### src/rtl/osc_sequencer.sv
// osc_sequencer: coefficient shadow/active registers, load and sample strobes, periodic re-seed for the sine oscillator
module osc_sequencer #(
  parameter int DATA_W   = 32,
  parameter int DIV_W    = 16,
  parameter int RELOAD_W = 24
) (
  input  logic                Fg_CLK,
  input  logic                RESETn,
  input  logic                cfg_valid,
  output logic                cfg_ready,
  input  logic [DATA_W-1:0]   cfg_init,
  input  logic [DATA_W-1:0]   cfg_coef,
  input  logic [DIV_W-1:0]    cfg_div,
  input  logic [RELOAD_W-1:0] cfg_reload,
  input  logic                start,
  input  logic                stop,
  output logic [DATA_W-1:0]   init1,
  output logic [DATA_W-1:0]   init2,
  output logic                Ready,
  output logic                Enable,
  output logic                running,
  output logic [RELOAD_W-1:0] sample_cnt
);
  typedef enum logic [1:0] {IDLE, LOAD, RUN} state_t;
  state_t state, nstate;
  logic [DATA_W-1:0] sh_init, sh_coef;
  logic [DIV_W-1:0] sh_div, act_div, cnt, ncnt, dm1;
  logic [RELOAD_W-1:0] sh_reload, act_reload;
  logic pending, have_cfg, accept, npend, load, samp, reseed;
  always_comb begin
    dm1    = (act_div == '0) ? '0 : act_div - DIV_W'(1);
    samp   = (state == RUN) & Enable;
    reseed = samp & (pending | (act_reload != '0 && sample_cnt + RELOAD_W'(1) == act_reload));
    // stop outranks everything once generation is under way
    nstate = (state == IDLE) ? ((start & have_cfg & ~stop) ? LOAD : IDLE) :
             stop ? IDLE : (state == LOAD) ? RUN : reseed ? LOAD : RUN;
    ncnt   = (state == RUN && cnt != dm1) ? cnt + DIV_W'(1) : '0;
    load   = nstate == LOAD;
    accept = cfg_valid & cfg_ready;
    npend  = accept | (pending & ~load);
  end
  always_ff @(posedge Fg_CLK or negedge RESETn)
    if (!RESETn) state <= IDLE;
    else state <= nstate;
  always_ff @(posedge Fg_CLK or negedge RESETn) begin
    if (!RESETn) begin
      cnt        <= '0;
      Ready      <= 1'b0;
      Enable     <= 1'b0;
      running    <= 1'b0;
      pending    <= 1'b0;
      have_cfg   <= 1'b0;
      cfg_ready  <= 1'b1;
      sh_init    <= '0;
      sh_coef    <= '0;
      sh_div     <= '0;
      sh_reload  <= '0;
      init1      <= '0;
      init2      <= '0;
      act_div    <= '0;
      act_reload <= '0;
      sample_cnt <= '0;
    end else begin
      cnt       <= ncnt;
      Ready     <= load;
      Enable    <= (nstate == RUN) && (ncnt == dm1);
      running   <= nstate != IDLE;
      pending   <= npend;
      cfg_ready <= ~npend;
      have_cfg  <= have_cfg | accept;
      if (accept) begin
        sh_init   <= cfg_init;
        sh_coef   <= cfg_coef;
        sh_div    <= cfg_div;
        sh_reload <= cfg_reload;
      end
      if (load) begin
        init1      <= sh_init;
        init2      <= sh_coef;
        act_div    <= sh_div;
        act_reload <= sh_reload;
      end
      sample_cnt <= load ? '0 : (samp && !(&sample_cnt)) ? sample_cnt + RELOAD_W'(1) : sample_cnt;
    end
  end
endmodule

### config.mk
export PLATFORM = sky130hd
export DESIGN_NAME = osc_sequencer
export DESIGN_NICKNAME = d
export VERILOG_FILES = /design/src/rtl/osc_sequencer.sv
export SDC_FILE = /design/constraint.sdc
export NUM_CORES = 1
export LEC_CHECK = 0
export ABC_AREA = 1
export CORE_ASPECT_RATIO = 0.7
export CORE_MARGIN = 4
export CORE_UTILIZATION = 28
export DETAILED_ROUTE_END_ITERATION = 12
export GPL_ROUTABILITY_DRIVEN = 1
export PLACE_DENSITY = 0.47
export SYNTH_ARGS = -nofsm -noshare
export SYNTH_HDL_FRONTEND = slang
export SYNTH_SLANG_ARGS = --single-unit
export TNS_END_PERCENT = 10
### constraint.sdc
create_clock -name Fg_CLK -period 3.8 [get_ports Fg_CLK]
set_clock_uncertainty 0.2 [all_clocks]
set_input_delay 0.38 -clock Fg_CLK [delete_from_list [all_inputs] [get_ports Fg_CLK]]
set_output_delay 0.38 -clock Fg_CLK [all_outputs]
set_load 0.02 [all_outputs]
Word level (Yosys, flattened, before mapping)

Index checks and enable logic that the tools add are counted.

Bits in registers: 256
Input bits: 109
Output and inout bits: 92
Word-level logic and storage cells: 59

Add/subtract/negate cells: 3
Equal/unequal tests: 7
Mux-type cells: 9
Bitwise logic cells: 12
Reductions and logical operators: 11

Operator list:

| operator                                                             | number |
|---|---|
| 24-bit 2-to-1 mux                                                    | 2 |
| 16-bit 2-to-1 mux                                                    | 2 |
| 24-bit by 1-bit adder with 24-bit output, second input constant      | 1 |
| 24-bit == test                                                       | 1 |
| 24-bit AND reduction                                                 | 1 |
| 24-bit nonzero test                                                  | 1 |
| 16-bit by 1-bit adder with 16-bit output, second input constant      | 1 |
| 16-bit == test                                                       | 1 |
| 16-bit logical NOT                                                   | 1 |
| 16-bit inequality test                                               | 1 |
| 16-bit by 1-bit subtractor with 16-bit output, second input constant | 1 |
| 2-bit 2-to-1 mux                                                     | 4 |
| 1-bit AND                                                            | 6 |
| 2-bit by 1-bit == test with 1-bit output, second input constant      | 2 |
| 2-bit == test, second input constant                                 | 2 |
| 1-bit logical AND                                                    | 4 |
| 2-bit nonzero test                                                   | 2 |
| 1-bit inverter                                                       | 3 |
| 1-bit bitwise OR                                                     | 3 |
| 2-bit logical NOT                                                    | 1 |
| 1-bit logical NOT                                                    | 1 |
| 1-bit 2-to-1 mux                                                     | 1 |

Logic depth before layout (Yosys ltp)

Depth in word-level cells: 14
Depth in mapped cells: 22
Mapped depth without buffers: 22

Least setup slack after synthesis

No wires, ideal clock.

Path kind: flip-flop to flip-flop
From: register sample_cnt[0]
To: register init2[10]
Setup time: 0.117 ns
Arrival time: 2.528 ns
Required time: 3.483 ns
Path slack: 0.955 ns
Stages on the path, launching flop included: 21
Path buffers: 2
Clock period less this slack: 2.845 ns
Cells stage by stage: dfrtp_1 > ha_1 > nand2_1 > nor2_4 > nand3_2 > nor2_1 > nand2_1 > nand3_1 > nand2_1 > nor2_1 > nand2_1 > nor2_1 > nand2_1 > nand2_1 > nand3_1 > nand2_2 > inv_2 > buf_4 > buf_2 > nand2_1 > nand2_1

Word-level cells in the longest chain between the ends: 10

RTL lines:

| item                                     | RTL line | source |
|---|---|---|
| start: declaration                       | 22       | `output logic [RELOAD_W-1:0] sample_cnt` |
| start signal: assignment                 | 83       | `sample_cnt <= load ? '0 : (samp && !(&sample_cnt)) ? sample_cnt + RELOAD_W'(1) : sample_cnt;` |
| 24-bit by 1-bit adder with 24-bit output | 33       | `reseed = samp & (pending \| (act_reload != '0 && sample_cnt + RELOAD_W'(1) == act_reload));` |
| 24-bit == test                           | 33       |  |
| 1-bit logical AND                        | 33       |  |
| 1-bit bitwise OR                         | 33       |  |
| 1-bit AND                                | 33       |  |
| 2-bit 2-to-1 mux (3 in series)           | 36       | `stop ? IDLE : (state == LOAD) ? RUN : reseed ? LOAD : RUN;` |
| 2-bit 2-to-1 mux                         | 35       | `nstate = (state == IDLE) ? ((start & have_cfg & ~stop) ? LOAD : IDLE) :` |
| 2-bit by 1-bit == test with 1-bit output | 38       | `load = nstate == LOAD;` |
| end signal: assignment                   | 79       | `init2 <= sh_coef;` |
| end: declaration                         | 18       | `output logic [DATA_W-1:0] init2,` |

No other way between the ends.
A chain may end at the register's enable or synchronous reset.

Worst setup path after layout

From: register sample_cnt[0]
To: register init2[27]

Same word-level chain as after synthesis.

==> metrics.txt <==
Worst-path clk slew=0.07 ns; largest net degree at the start of global routing=approximately 110; critical-path maximum fanout=90; Slowest-stage cell, CP=dfrtp_1; sequential share of the synthesized area=52.89%; die area=46710 sq um; average footprint of a synthesized cell=8.641 sq um; final cycle utilization of the critical path=89.77%; Tmin final=3.411 ns; fillcell total=~4300; clk root buf=clkbuf_16; Vias=10090; final-report setup violation count=0; status=completed; wire per inst=16.70 um; initial core utilization=between 20% and 30%; clk_lat worst skew=0.57 ns; Clock Tree Buf Depth=3; Flop pwr share=between 40% and 50%; Max stage delay on crit path=approximately 0.44 ns; CTS sink count=256; worst hold start=cfg_coef[9]; Port Buf Inserts=200; vias in the first global route=10230; Worst-Margin Slew=around 0.92 ns; type of destination of the critical path=register; Tot GR Track Use=15.60%; initial antenna violation count=1; Layout Area Growth over Synthesis=32.04%; CTS tree=yes; startpoint types=register; most frequent cells in the layout=498 x nand2_1, 255 x dfrtp_1, 199 x clkdlybuf4s50_1; RSZ-0062 raised after global routing=no; endpoints failing hold=0; max cap viols=0; HPWL after DPL=25770 um; # IOs=about 200; Final Max Tran Viols=0; P per Cell Area=683.0 nW/um^2; Crit path required time=just over 4 ns; H-tree depth=1; Logic pwr share=31.7%; crit path launch=sample_cnt[0]; net switching fraction of the power=34.09%; Crit Path Category=register to register; share of cells above drive strength 1=12.82%; number of diodes=0; relative slew slack=38.46%; commonest non-fill, non-tap cell in the layout=nand2_1; switching pwr=3724 uW; final wirelength=36700 um; Clk pwr share=27.8%; Nets=1735; synthesized area=12120 sq um; async set or reset register ratio after synthesis=100.0%; Lkg Pwr=about 0.0075 uW; cells along the critical path=ha_1, nand2_1, nor2_4, buf_4, nand3_2, o21ai_2, nand2_1, nand2_1, nand3_1, nor2_2, nand2_1, nor2_1, nand2_1, nand2_1, nand3_1, nand2_4, clkinv_2, buf_12, nand2_1, nand2_1; DRC violations left=0; Synth Flop Type=dfrtp_1; area leader, netlist=dfrtp_1; CP delay by family, top=simple AND/OR/NAND/NOR gates; Die H=between 150 and 200 um; Reg-to-Reg Start=sample_cnt[0]; 1st-pass router iterations=7; syn_nets=1514; maximum vdd drop=0.3424 mV; hold slack=0.2153 ns; total number of yosys warnings=0; number of synthesized flops with an enable pin=0; setup_tns=0 ns; die width=256.6 um; Cell Rows=63; Hold WC Path Type=primary input to register; CP arrival=roughly 3.7 ns; flops & latches, synth=256; GP Congestion=~0.91; global-route wire length before repair=58680 um; area fraction of the dominant cell type after synthesis=between 50% and 60%; FMAX=0.2932 GHz; Int Power=approximately 7000 uW; CP bufs+invs=3; most used cell, CP=nand2_1; cts bufs inserted=29; Floorplan Core Area=42570 sq um; Area contributors post-synth=dfrtp_1 53%, nand2_1 15%, mux2_2 9.7%, inv_1 4.1%, nand3_1 3.9%; gr ovfl total=0; unique cell type count in the Yosys netlist=33; DR iter-0 viols=793; antenna-violating nets left=0; synthesized instance count=about 1400; Via density=~4.6
## timing repair
action,in CTS,in global routing
endpoints found under the setup margin,0,111
gates resized for setup,0,6
setup buffers,0,2
endpoints found under the hold margin,101,0
hold buffers,1,0
## kinds of logic (layout without fill, tap and decap cells)
| kind of cell | count (synthesis) | after routing | share of synthesized area, % |
|---|---|---|---|
| and+or+nand+nor | 763 | 763 | 26.07 |
| DFF | 256 | 256 | 52.89 |
| xor gates and xnor gates | 17 | 17 | 1.456 |
| AOI/OAI and AO/OA | 76 | 76 | 3.212 |
| buffers and inverters | 183 | 427 | 6.403 |
| muxes | 104 | 104 | 9.666 |
| adders and majority gates | 3 | 3 | 0.3099 |
## path summary, 6_finish.rpt
check | to | slack [ns] | cells past startpoint
worst max-delay path | init2[27] | 0.39 | 20
worst min-delay path | sh_coef[9] | 0.22 | 2
worst max register to register | init2[27] | 0.39 | 20
worst min register to register | act_reload[5] | 0.26 | 2
max in group asynchronous | sample_cnt[17] | 2.19 | 3
min in group asynchronous | sh_coef[21] | 0.28 | 2
## cell usage after synthesis (all sizes together) (7+ instances only)
cell    instances
inv           136
o21ai          68
buf            37
nand3          97
dfrtp         255
nand4          44
nor2          108
mux2          104
nor3            7
clkbuf          9
xor2           13
nand2         502
## final cells by class
| class | instances | area (sq um) | area share [%] |
|---|---|---|---|
| sequential | 256 | 6407 | 40.05 |
| clock inverter | 16 | 215.2 | 1.345 |
| multi-input combinational | 963 | 4955 | 30.97 |
| timing repair buffer | 236 | 2404 | 15.03 |
| inverter | 137 | 515.5 | 3.223 |
| tap | 552 | 690.7 | 4.318 |
| clock buffer | 38 | 809.5 | 5.061 |
## through the flow
step	utilization, %	std cells	instance area (sq um)	power (uW)	setup WS, ns
final	37.58	2198	16000	10930	0.3888
after global routing	37.58	2198	16000	11710	0.04292
after CTS	37.42	2195	15930	11070	0.2448
after detailed placement	34.99	2140	14890	7949	0.2633
after global placement	34.99	2140	14890	7908	0.3549
after floorplan	-	1402	12120	6430	0.9552
## flip-flops by register name, summed over array words and instances (netlist names)
register	cells
Enable	1
Ready	1
act_div	16
act_reload	24
cfg_ready	1
cnt	16
have_cfg	1
init1	32
init2	32
pending	1
running	1
sample_cnt	24
sh_coef	32
sh_div	16
sh_init	32
sh_reload	24
state	2
## power by group through the flow
stage	sequential [uW]	combinational, uW	clock (uW)
2_1_floorplan	4630	1800	0
3_3_place_gp	4460	3450	0
3_5_place_dp	4460	3490	0
4_1_cts	4430	3510	3140
5_1_grt	4560	3890	3260
6_report	4420	3470	3030
## layer usage
layer	track usage (%)	vias to the layer above	wire length, um
met4	3.075	2	769
met1	23.06	4828	17920
met3	4.642	47	2906
met2	22.69	285	15100
met5	0	-	7
li1	-	4926	-
(Power assumes the default switching activity.)
